**src/rtl/id_ex_stage_pkg.sv**
```systemverilog
// Shared MIPS ALU encodings: ALU control codes, ALUOp classes and R-type funct values.
// Also holds the ID/EX control bundle type.
package id_ex_stage_pkg;

   typedef enum logic [2:0] {
      ALU_AND = 3'b000,
      ALU_OR  = 3'b001,
      ALU_ADD = 3'b010,
      ALU_NOR = 3'b100,
      ALU_SUB = 3'b110,
      ALU_SLT = 3'b111
   } alu_ctl_e;

   typedef enum logic [1:0] {
      ALUOP_ADD   = 2'b00,
      ALUOP_SUB   = 2'b01,
      ALUOP_RTYPE = 2'b10,
      ALUOP_OR    = 2'b11
   } alu_op_e;

   localparam logic [5:0] FUNCT_ADD = 6'b100000;
   localparam logic [5:0] FUNCT_SUB = 6'b100010;
   localparam logic [5:0] FUNCT_AND = 6'b100100;
   localparam logic [5:0] FUNCT_OR  = 6'b100101;
   localparam logic [5:0] FUNCT_NOR = 6'b100111;
   localparam logic [5:0] FUNCT_SLT = 6'b101010;

   typedef struct packed {
      logic valid;
      logic reg_write;
      logic mem_read;
      logic mem_write;
      logic mem_to_reg;
      logic illegal;
   } ex_ctl_t;

endpackage

```
**src/rtl/id_ex_stage_fwd_mux.sv**
```systemverilog
// Operand forwarding select: EX/MEM result, else MEM/WB result, else stored register data.
module id_ex_stage_fwd_mux #(
   parameter int SIZE = 9
) (
   input  logic [4:0]      rs,
   input  logic [SIZE:0]   stored,
   input  logic            exmem_reg_write,
   input  logic [4:0]      exmem_rd,
   input  logic [SIZE:0]   exmem_result,
   input  logic            memwb_reg_write,
   input  logic [4:0]      memwb_rd,
   input  logic [SIZE:0]   memwb_result,
   output logic [SIZE:0]   value
);

   logic hit_exmem;
   logic hit_memwb;

   // Register 0 is hardwired, so it never takes a forwarded value.
   assign hit_exmem = exmem_reg_write && (exmem_rd == rs) && (rs != 5'd0);
   assign hit_memwb = memwb_reg_write && (memwb_rd == rs) && (rs != 5'd0);

   always_comb begin
      value = stored;
      if (hit_exmem)
         value = exmem_result;
      else if (hit_memwb)
         value = memwb_result;
   end

endmodule

```
**src/rtl/id_ex_stage.sv**
```systemverilog
// ID/EX pipeline register with ALU control decode, operand forwarding and load-use bubble insertion.
module id_ex_stage
   import id_ex_stage_pkg::*;
#(
   parameter int SIZE = 9
) (
   input  logic            clk,
   input  logic            reset,
   input  logic            stall,
   input  logic            flush,
   input  logic            id_valid,
   input  logic [1:0]      id_alu_op,
   input  logic [5:0]      id_funct,
   input  logic [SIZE:0]   id_rs_data,
   input  logic [SIZE:0]   id_rt_data,
   input  logic [SIZE:0]   id_imm,
   input  logic [4:0]      id_rs,
   input  logic [4:0]      id_rt,
   input  logic [4:0]      id_rd,
   input  logic            id_alu_src,
   input  logic            id_reg_dst,
   input  logic            id_reg_write,
   input  logic            id_mem_read,
   input  logic            id_mem_write,
   input  logic            id_mem_to_reg,
   input  logic            exmem_reg_write,
   input  logic [4:0]      exmem_rd,
   input  logic [SIZE:0]   exmem_result,
   input  logic            memwb_reg_write,
   input  logic [4:0]      memwb_rd,
   input  logic [SIZE:0]   memwb_result,
   output logic [2:0]      alu_ctl,
   output logic [SIZE:0]   alu_in1,
   output logic [SIZE:0]   alu_in2,
   output logic [SIZE:0]   ex_store_data,
   output logic [4:0]      ex_dest,
   output logic            ex_valid,
   output logic            ex_reg_write,
   output logic            ex_mem_read,
   output logic            ex_mem_write,
   output logic            ex_mem_to_reg,
   output logic            ex_illegal,
   output logic            load_use_stall
);

   ex_ctl_t       ctl_q;
   alu_ctl_e      alu_ctl_q;
   logic [4:0]    dest_q;
   logic [4:0]    rs_q;
   logic [4:0]    rt_q;
   logic [SIZE:0] rs_data_q;
   logic [SIZE:0] rt_data_q;
   logic [SIZE:0] imm_q;
   logic          alu_src_q;

   alu_ctl_e      dec_ctl;
   logic          dec_illegal;
   logic [SIZE:0] fwd_rs;
   logic [SIZE:0] fwd_rt;

   always_comb begin
      dec_ctl     = ALU_ADD;
      dec_illegal = 1'b0;
      case (id_alu_op)
         ALUOP_ADD: dec_ctl = ALU_ADD;
         ALUOP_SUB: dec_ctl = ALU_SUB;
         ALUOP_OR:  dec_ctl = ALU_OR;
         default: begin
            case (id_funct)
               FUNCT_ADD: dec_ctl = ALU_ADD;
               FUNCT_SUB: dec_ctl = ALU_SUB;
               FUNCT_AND: dec_ctl = ALU_AND;
               FUNCT_OR:  dec_ctl = ALU_OR;
               FUNCT_NOR: dec_ctl = ALU_NOR;
               FUNCT_SLT: dec_ctl = ALU_SLT;
               default: begin
                  dec_ctl     = ALU_ADD;
                  dec_illegal = 1'b1;
               end
            endcase
         end
      endcase
   end

   id_ex_stage_fwd_mux #(.SIZE(SIZE)) u_fwd_rs (
      .rs              (rs_q),
      .stored          (rs_data_q),
      .exmem_reg_write (exmem_reg_write),
      .exmem_rd        (exmem_rd),
      .exmem_result    (exmem_result),
      .memwb_reg_write (memwb_reg_write),
      .memwb_rd        (memwb_rd),
      .memwb_result    (memwb_result),
      .value           (fwd_rs)
   );

   id_ex_stage_fwd_mux #(.SIZE(SIZE)) u_fwd_rt (
      .rs              (rt_q),
      .stored          (rt_data_q),
      .exmem_reg_write (exmem_reg_write),
      .exmem_rd        (exmem_rd),
      .exmem_result    (exmem_result),
      .memwb_reg_write (memwb_reg_write),
      .memwb_rd        (memwb_rd),
      .memwb_result    (memwb_result),
      .value           (fwd_rt)
   );

   assign load_use_stall = !flush && ctl_q.valid && ctl_q.mem_read && (dest_q != 5'd0) &&
                           id_valid && ((dest_q == id_rs) || (dest_q == id_rt));

   always_ff @(posedge clk) begin
      if (reset) begin
         ctl_q     <= '0;
         alu_ctl_q <= ALU_AND;
         dest_q    <= '0;
         rs_q      <= '0;
         rt_q      <= '0;
         rs_data_q <= '0;
         rt_data_q <= '0;
         imm_q     <= '0;
         alu_src_q <= 1'b0;
      end else if (flush) begin
         ctl_q <= '0;
      end else if (stall) begin
         // Capture forwarded operands so a producer retiring during the stall is kept.
         rs_data_q <= fwd_rs;
         rt_data_q <= fwd_rt;
      end else if (load_use_stall) begin
         ctl_q <= '0;
      end else begin
         ctl_q.valid      <= id_valid;
         ctl_q.reg_write  <= id_valid && id_reg_write;
         ctl_q.mem_read   <= id_valid && id_mem_read;
         ctl_q.mem_write  <= id_valid && id_mem_write;
         ctl_q.mem_to_reg <= id_valid && id_mem_to_reg;
         ctl_q.illegal    <= id_valid && dec_illegal;
         alu_ctl_q        <= dec_ctl;
         dest_q           <= id_reg_dst ? id_rd : id_rt;
         rs_q             <= id_rs;
         rt_q             <= id_rt;
         rs_data_q        <= id_rs_data;
         rt_data_q        <= id_rt_data;
         imm_q            <= id_imm;
         alu_src_q        <= id_alu_src;
      end
   end

   assign alu_ctl       = alu_ctl_q;
   assign ex_dest       = dest_q;
   assign ex_valid      = ctl_q.valid;
   assign ex_reg_write  = ctl_q.reg_write;
   assign ex_mem_read   = ctl_q.mem_read;
   assign ex_mem_write  = ctl_q.mem_write;
   assign ex_mem_to_reg = ctl_q.mem_to_reg;
   assign ex_illegal    = ctl_q.illegal;
   assign alu_in1       = fwd_rs;
   assign alu_in2       = alu_src_q ? imm_q : fwd_rt;
   assign ex_store_data = fwd_rt;

endmodule

```
**config.mk**
```make
export PLATFORM = sky130hd
export DESIGN_NAME = id_ex_stage
export DESIGN_NICKNAME = d
export VERILOG_FILES = /design/src/rtl/id_ex_stage_pkg.sv /design/src/rtl/id_ex_stage_fwd_mux.sv /design/src/rtl/id_ex_stage.sv
export SDC_FILE = /design/constraint.sdc
export NUM_CORES = 1
export LEC_CHECK = 0
export CORE_MARGIN = 3
export CORE_UTILIZATION = 28
export DETAILED_ROUTE_END_ITERATION = 8
export MAX_ROUTING_LAYER = met4
export PLACE_DENSITY = 0.51
export SKIP_CTS_REPAIR_TIMING = 1
export SLEW_MARGIN = 5
export SYNTH_ARGS = -nofsm -noshare
export SYNTH_HDL_FRONTEND = slang
export SYNTH_SLANG_ARGS = --single-unit
export TNS_END_PERCENT = 30
```
**constraint.sdc**
```tcl
create_clock -name clk -period 4.3 [get_ports clk]
set_input_delay 1.075 -clock clk [delete_from_list [all_inputs] [get_ports clk]]
set_output_delay 1.075 -clock clk [all_outputs]
set_load 0.02 [all_outputs]
```
# == Word-level counts from Yosys, hierarchy flattened ==
# Cells that the tools add are included.
# W data, S select, Z words.
# op_classes
n_eq_ne,15
mux,15
bitwise,3
n_reduce_logical,29
# ops
op,n
$mux W10,9
$eq A6 B6 Y1 const B,6
$eq A5 B5 Y1,6
$logic_and A1 B1 Y1,18
$pmux W3 S5,1
$reduce_bool A5 Y1,3
$pmux W3 S3,1
$mux W6,1
$reduce_or A6 Y1,1
$mux W5,1
$not A1 Y1,3
$reduce_and A3 Y1,1
$reduce_or A3 Y1,1
$eq A2 B1 Y1 const B,1
$eq A2 B2 Y1 const B,1
$logic_not A2 Y1,1
$mux W1,2
$ne A2 B2 Y1 const B,1
$reduce_and A2 Y1,1
$reduce_or A2 Y1,1
$logic_not A1 Y1,1
$logic_or A1 B1 Y1,1
# totals
reg_bits,55
input_bits,96
out_inout_bits,45
elab_cells,76

# == Logic depth before layout (Yosys ltp) ==
# Gate-level depths: netlist of the first run.
# logic_depth
depth_word,8
mapped_depth,7
ltp_nobuf,5

# == Hierarchy ==
# A second synthesis of the first run with hierarchy kept.
# unflattened
hier_cells,467
area_unflattened_um2,3886.2
# by_module_without_submodules
module,instances,cells_each,area_each_um2,seq_area_each_um2
id_ex_stage,1,321,2975.4,1101.1
id_ex_stage_fwd_mux,2,73,455.4,0.0

# == Worst setup path after synthesis of the first run ==
# OpenSTA, ideal clock, no wires.
# synth_path
path_type,input -> output
start,input memwb_reg_write
end,output alu_in2[0]
arrival_ns,2.675
required_time_ns,3.225
path_slack_ns,0.550
stages,6
n_path_buf,2
path_cell_list,clkbuf_1 > nand4_1 > clkbuf_1 > or3_1 > a31oi_1 > mux2_2
# synth_between
elab_chain_cells,5
# synth_lines
element,line_no,text
from (decl),id_ex_stage.sv:29,"input logic memwb_reg_write,"
$logic_and A1 B1 Y1 (2 in a row),id_ex_stage_fwd_mux.sv:21,assign hit_memwb = memwb_reg_write && (memwb_rd == rs) && (rs != 5'd0);
$mux W10,id_ex_stage_fwd_mux.sv:27,else if (hit_memwb)
$mux W10,id_ex_stage_fwd_mux.sv:25,if (hit_exmem)
net ex_store_data[0],id_ex_stage.sv:35,"output logic [SIZE:0] ex_store_data,"
$mux W10,id_ex_stage.sv:158,assign alu_in2 = alu_src_q ? imm_q : fwd_rt;
to (decl),id_ex_stage.sv:34,"output logic [SIZE:0] alu_in2,"
# The timed path passes the listed nets, and every way through them passes these cells.

# == Final worst setup path of the first run ==
# layout_path
start,input memwb_rd[1]
end,output alu_in1[8]
# layout_between
elab_chain_cells,5
# layout_lines
element,line_no,text
from (decl),id_ex_stage.sv:30,"input logic [4:0] memwb_rd,"
$eq A5 B5 Y1,id_ex_stage_fwd_mux.sv:21,
$logic_and A1 B1 Y1 (2 in a row),id_ex_stage_fwd_mux.sv:21,
$mux W10,id_ex_stage_fwd_mux.sv:27,
$mux W10,id_ex_stage_fwd_mux.sv:25,
to (decl),id_ex_stage.sv:33,"output logic [SIZE:0] alu_in1,"
# No other way between the ends.

==> results.py, run 1 <==
metrics = {
    "outcome": {
        "run_status": "finished with violations",
        "failing_checks": "setup timing",
    },
    "synth": {
        "yosys-top-cells-area": "sky130_fd_sc_hd__dfxtp_1, sky130_fd_sc_hd__mux2i_1, sky130_fd_sc_hd__nand2_1",
        "async_flop_share_pct": 0,
        "synth_cell_types": 53,
        "syn-instance-count": 497,
        "synth.top_cells.by_count": "sky130_fd_sc_hd__nand2_1, sky130_fd_sc_hd__dfxtp_1, sky130_fd_sc_hd__a31oi_1",
        "synth_sequential_area_ratio_pct": 27.8,
        "yosys_most_used_dff": "sky130_fd_sc_hd__dfxtp_1",
        "synth.cell_area_um2": 3960,
        "synth_top_area_share_pct": 27.8,
        "count_of_synthesis_stage_warnings_from_yosys": 0,
        "synth_nets": 593,
        "synth_edf_count": 0,
        "syn-mean-instance-area_um2": 7.97,
        "most_instantiated_library_cell_after_synthesis": "sky130_fd_sc_hd__nand2_1",
        "ys_seq_elements": 55,
        "netlist.top_cell.by_area": "sky130_fd_sc_hd__dfxtp_1",
    },
    "layout": {
        "syn_to_final_growth_pct": 52.9,
        "layout-drive-gt1-share_pct": 16.7,
        "number_of_antenna_repair_diodes": 0,
        "fillerInstances": 1382,
        "final_core_utilization_pct": 44.7,
        "finish.net_count": 748,
        "reg_top3": "imm_q (10), rs_data_q (10), rt_data_q (10)",
    },
    "route": {
        "wl_per_cell_um": 18.0,
        "drcViolationCount": 0,
        "dr_total_vias": 4413,
        "detail_route.vias_per_cell": 5.33,
        "drtIter0Drc": 263,
        "ant_nets": 0,
        "firstDrtPassIters": 4,
        "wirelength_um": 14900,
    },
    "clocking": {
        "ctsLongestPathBuffers": 2,
        "cts.clk_slew.worst_paths_ns": 0.07,
        "cts_max_level": 2,
        "numClockSinks": 55,
        "clock_tree_from_tritoncts": "done",
        "cts_buffers": 5,
        "clock_insertion_delay_worst_skew_ns": 0.30,
        "clock_root_buffer": "sky130_fd_sc_hd__clkbuf_16",
    },
    "timing": {
        "fin_skew_ns": 0.00493,
        "achievable-frequency_mhz": 226,
        "post-route-min-period_ns": 4.43,
        "hold_ws_ns": 0.463,
        "worst_slew_pin_slew_ns": 1.08,
        "setup_viol": 1,
        "hold_violations": 0,
        "slew-limit-headroom_pct": 28.1,
        "rsz0062_at_grt": "true",
        "postLayoutSetupSlackWorst_ns": -0.131,
        "post-route-period-util_pct": 103,
        "report.final.slew_viol_count": 0,
        "finalSetupTns_ns": -0.131,
    },
    "place": {
        "placement.io_buffers": 140,
        "dp_hpwl_um": 11600,
        "gp_congestion": 0.855,
    },
    "critical_path": {
        "req_time_crit_path_ns": 3.22,
        "worstSetupPathType": "primary input to output pin",
        "stage_delay_of_the_slowest_cell_on_the_critical_path_ns": 0.61,
        "critPathLaunchType": "primary input",
        "critical_path.max_fanout": 10,
        "arrival_ns": 3.36,
        "slowest_stage": "sky130_fd_sc_hd__clkdlybuf4s50_1",
        "cp-end-kind": "output pin",
        "path_cells": "clkdlybuf4s50_1 -> buf_4 -> xnor2_1 -> nand2_1 -> nor4_2 -> buf_4 -> o31a_1 -> clkdlybuf4s50_1",
    },
    "global_routing": {
        "antenna_found_initial": 0,
        "vias_in_the_first_global_route": 4619,
        "grt_pass1_wl_um": 23600,
        "track_usage_pct": 19.0,
        "grt_max_degree": 59,
        "grt-ovfl-total": 0,
    },
    "pwr": {
        "leakage_uw": 0.00250,
        "vdd_ir_drop_max_v": 0.000185,
        "power-per-cell-area_nw_per_um2": 253,
    },
    "hold_path": {
        "timing.hold.worst.class": "flop to flop",
    },
    "flow_run": {
        "max_cap_viol_count": 0,
    },
    "floorplanning": {
        "rows": 42,
        "initial_utilization_pct": 29.2,
        "ios": 141,
        "die-height_um": 125,
        "core_outline_area_um2": 13600,
        "dieWidth_um": 125,
        "dieArea_um2": 15600,
    },
}
-- worst max-delay path: cells and delay by family --
| family | cells | cell delay, ns |
|---|---|---|
| buffers and inverters | 4 | 1.43 |
| and+or+nand+nor | 2 | 0.61 |
| xor gates and xnor gates | 1 | 0.12 |
| AOI/OAI and AO/OA | 1 | 0.12 |
-- cell families (layout without fill, tap and decap cells) --
logic type	count (synthesis)	after routing	synth area share [%]
DFF	55	55	27.8
xor gates and xnor gates	30	30	6.63
and+or+nand+nor	140	140	18.0
buffers and inverters	71	226	7.99
AOI/OAI and AO/OA	164	164	29.9
muxes	37	37	9.69
-- power by group --
group | switching [uW] | leakage (uW) | total (uW) | internal [uW]
clock | 201 | 0.0000769 | 474 | 273
combinational | 238 | 0.00197 | 491 | 253
sequential | 27.6 | 0.000452 | 566 | 539
-- path summary, 6_finish.rpt --
| check | startpoint | endpoint | slack, ns | cells past startpoint |
|---|---|---|---|---|
| worst min-delay path | ex_mem_write$_SDFFE_PP0N_ | ex_mem_write$_SDFFE_PP0N_ | 0.46 | 2 |
| worst min register to register | ex_mem_write$_SDFFE_PP0N_ | ex_mem_write$_SDFFE_PP0N_ | 0.46 | 2 |
| worst max-delay path | memwb_rd[1] | alu_in1[8] | -0.13 | 8 |
| worst max register to register | ex_dest[0]$_SDFFE_PP0P_ | imm_q[5]$_SDFFE_PP0P_ | 1.78 | 5 |
-- cells in the final DEF, fill, tap and decap left out, types with 6 or more instances in the layout --
cell                              instances
sky130_fd_sc_hd__o311ai_1                10
sky130_fd_sc_hd__o31a_1                  10
sky130_fd_sc_hd__nand2_1                 66
sky130_fd_sc_hd__or3_1                   11
sky130_fd_sc_hd__clkdlybuf4s50_1        111
sky130_fd_sc_hd__dlymetal6s2s_1          19
sky130_fd_sc_hd__a311oi_1                10
sky130_fd_sc_hd__o221a_2                  8
sky130_fd_sc_hd__xnor2_1                 22
sky130_fd_sc_hd__nand3_1                  8
sky130_fd_sc_hd__o211ai_1                11
sky130_fd_sc_hd__nor4_1                   6
sky130_fd_sc_hd__inv_1                   26
sky130_fd_sc_hd__a21oi_1                 27
sky130_fd_sc_hd__o211a_1                  6
sky130_fd_sc_hd__dfxtp_1                 55
sky130_fd_sc_hd__nand3b_1                11
sky130_fd_sc_hd__buf_4                   61
sky130_fd_sc_hd__o21ai_0                 20
sky130_fd_sc_hd__mux2_2                  11
sky130_fd_sc_hd__mux2i_1                 26
sky130_fd_sc_hd__nor3_1                  12
sky130_fd_sc_hd__o31ai_1                 11
sky130_fd_sc_hd__a31oi_1                 27
-- through the flow --
step                area (um2)  power [uW]  setup WS, ns  instances
global route              6060        1610        -0.270        828
CTS                       5950        1550        -0.248        828
global placement          5790        1060        -0.200        821
finish                    6060        1530        -0.131        828
floorplan                 3960         817         0.550        497
detailed placement        5790        1060        -0.245        821
-- layout make-up --
type,instances,area [um2],share of cell area [%]
Clock buffer,6,129,2.13
Tap cell,176,220,3.63
Sequential cell,55,1100,18.2
Inverter,26,97.6,1.61
Clock inverter,1,30.0,0.496
Multi-Input combinational cell,371,2630,43.5
Timing Repair Buffer,193,1850,30.5
-- layer usage --
layer / GRT usage [%] / vias to the layer above / routed length, um
li1: - / 2167 / -
met1: 24.3 / 2078 / 6810
met3: 4.09 / 28 / 769
met4: 5.10 / 0 / 325
met5: - / - / 0
met2: 30.7 / 140 / 7010
No activity file was read; power rests on OpenSTA's default activity.
==> run 2: changes to the inputs <==
--- a/config.mk
+++ b/config.mk
@@ -8,7 +8,7 @@
 export CORE_MARGIN = 3
 export CORE_UTILIZATION = 28
 export DETAILED_ROUTE_END_ITERATION = 8
-export MAX_ROUTING_LAYER = met4
+export GPL_TIMING_DRIVEN = 0
 export PLACE_DENSITY = 0.51
 export SKIP_CTS_REPAIR_TIMING = 1
 export SLEW_MARGIN = 5
==> run 2 against run 1 <==
Compared with the run above:
- critical endpoint is now load_use_stall
- the flow still finishes with violations (setup timing)
- combinational power decreased by 1%
- sequential cell count unchanged
- routed wire length increased by 6.1%
- worst hold slack got worse by 0.0049 ns
- sequential share of layout area increased by 0.34 points
- total power decreased by 0.53%
- non-clock buffer count decreased by 10
- clock skew decreased by 0.0016 ns
- final cell count decreased by 1.2%
- highest routed layer unchanged
==> results.py, run 2 (synthesis gave the netlist of run 1 again) <==
metrics = {
    "place": {
        "placement.cell_area_um2": 5550,
        "place_worst_setup_slack_ns": -0.461,
        "placement.io_buffers": 137,
        "gp_congestion": 0.850,
        "dp_hpwl_um": 12500,
    },
    "hold_path": {
        "min_path_cells": 2,
        "worstHoldStart": "imm_q[3]$_SDFFE_PP0P_",
        "timing.hold.worst.class": "flop to flop",
        "whs_endpoint": "imm_q[3]$_SDFFE_PP0P_",
    },
    "global_routing": {
        "track_usage_pct": 19.7,
        "antenna_found_initial": 0,
        "grt_max_degree": 16,
        "grt-ovfl-total": 0,
        "grt_pass1_wl_um": 25200,
        "vias_in_the_first_global_route": 4530,
    },
    "timing": {
        "slew-limit-headroom_pct": 29.9,
        "worst_slew_pin_slew_ns": 1.05,
        "achievable-frequency_mhz": 222,
        "post-route-period-util_pct": 105,
        "post-route-min-period_ns": 4.51,
        "hold_violations": 0,
        "postLayoutSetupSlackWorst_ns": -0.213,
        "report.final.slew_viol_count": 0,
        "fin_skew_ns": 0.00330,
        "setup_viol": 2,
        "rsz0062_at_grt": "true",
    },
    "pwr": {
        "clkPwrFrac_pct": 31.2,
        "switching_share_pct": 31.6,
        "power.share.sequential_pct": 37.0,
        "vdd_ir_drop_max_v": 0.000148,
        "power-per-cell-area_nw_per_um2": 256,
        "leakage_uw": 0.00242,
        "power_report.internal_total_uw": 1040,
        "combinationalPowerShare_pct": 31.8,
        "netSwitchingPower_uw": 481,
    },
    "critical_path": {
        "critical_path.max_fanout": 10,
        "critPathLaunchType": "primary input",
        "reg2reg_setup_slack_ns": 1.66,
        "r2r.worst_path.cells": 5,
        "worstSetupPathType": "primary input to output pin",
        "rr_startpoint": "rs_q[2]$_SDFFE_PP0P_",
        "req_time_crit_path_ns": 3.22,
        "arrival_ns": 3.44,
        "cp-end-kind": "output pin",
        "crit-reg2reg-capture": "rs_data_q[5]$_SDFFE_PP0P_",
    },
    "layout": {
        "syn_to_final_growth_pct": 50.1,
        "finish.net_count": 738,
        "postLayoutCellArea_um2": 5950,
        "multi_input_area_um2": 2720,
        "sequential_cell_area_um2": 1100,
        "number_of_antenna_repair_diodes": 0,
        "final_core_utilization_pct": 43.9,
        "most_frequent_cells_in_the_layout": "sky130_fd_sc_hd__clkdlybuf4s50_1, sky130_fd_sc_hd__nand2_1, sky130_fd_sc_hd__dfxtp_1, sky130_fd_sc_hd__clkbuf_1, sky130_fd_sc_hd__a21oi_1",
        "fillerInstances": 1383,
        "reg_top3": "imm_q (10), rs_data_q (10), rt_data_q (10)",
        "layout-drive-gt1-share_pct": 12.6,
        "mostFrequentLayoutCell": "sky130_fd_sc_hd__clkdlybuf4s50_1",
    },
    "floorplanning": {
        "dieWidth_um": 125,
        "die-height_um": 125,
        "ios": 141,
        "dieArea_um2": 15600,
        "initial_utilization_pct": 29.2,
        "rows": 42,
        "core_outline_area_um2": 13600,
    },
    "outcome": {
        "run_status": "finished with violations",
        "failing_checks": "setup timing",
    },
    "route": {
        "drcViolationCount": 0,
        "drtIter0Drc": 288,
        "dr_total_vias": 4435,
        "detail_route.vias_per_cell": 5.42,
        "ant_nets": 0,
        "firstDrtPassIters": 5,
        "wl_per_cell_um": 19.3,
        "wirelength_um": 15800,
    },
    "clocking": {
        "clock_root_buffer": "sky130_fd_sc_hd__clkbuf_16",
        "clock_tree_from_tritoncts": "done",
        "cts_buffers": 5,
        "cts.clk_slew.worst_paths_ns": 0.07,
        "numClockSinks": 55,
        "cts_max_level": 2,
        "ctsLongestPathBuffers": 2,
        "clock_insertion_delay_worst_skew_ns": 0.30,
    },
    "flow_run": {
        "max_cap_viol_count": 0,
    },
}
## run 2: cell type report
cell class,instances,share of cell area (%)
Buffer,44,3.72
Clock buffer,6,2.17
Clock inverter,1,0.505
Inverter,26,1.64
Multi-Input combinational cell,371,45.8
Sequential cell,55,18.5
Tap cell,176,3.70
Timing Repair Buffer,139,24.0
## run 2: how the worst max path moves through the flow
stage | from | end | slack, ns | cells after the start
2_1_floorplan | memwb_reg_write | alu_in2[0] | 0.55 | 6
3_3_place_gp | memwb_rd[2] | alu_in2[6] | -0.46 | 8
3_5_place_dp | memwb_rd[1] | alu_in2[6] | -0.46 | 8
4_1_cts | memwb_rd[1] | alu_in2[6] | -0.47 | 8
5_1_grt | id_rt[4] | load_use_stall | -0.34 | 7
6_report | id_rt[2] | load_use_stall | -0.21 | 7
## run 2: per-layer routing
metal / part of all wire (%) / track usage, % / up-vias
li1: - / - / 2148
met1: 45 / 26.6 / 2105
met2: 46 / 32.0 / 157
met3: 6.7 / 4.78 / 25
met4: 2.1 / 4.21 / 0
met5: 0 / 0 / -
## run 2: stage by stage
step | power (uW) | hold WS [ns] | TNS [ns] | instances
after floorplan | 817 | 0.431 | 0 | 497
after global placement | 1040 | 0.442 | -10.45 | 810
after detailed placement | 1040 | 0.447 | -10.77 | 810
after CTS | 1520 | 0.459 | -10.95 | 817
after global routing | 1600 | 0.479 | -0.628 | 818
final | 1520 | 0.458 | -0.261 | 818
## run 2: power by group through the flow
stage               sequential, uW  combinational [uW]  clock [uW]
global route                   567                 523         507
global placement               573                 467           0
CTS                            562                 473         487
detailed placement             574                 471           0
floorplan                      575                 242           0
finish                         563                 484         476
## run 2: worst max-delay path, cell delays in order
cell and delay (ns):
sky130_fd_sc_hd__clkdlybuf4s50_1 0.54, sky130_fd_sc_hd__xnor2_1 0.14, sky130_fd_sc_hd__nand3_1 0.11, sky130_fd_sc_hd__o22a_1 0.33, sky130_fd_sc_hd__clkbuf_1 0.30, sky130_fd_sc_hd__nor3_1 0.29, sky130_fd_sc_hd__clkdlybuf4s50_1 0.65
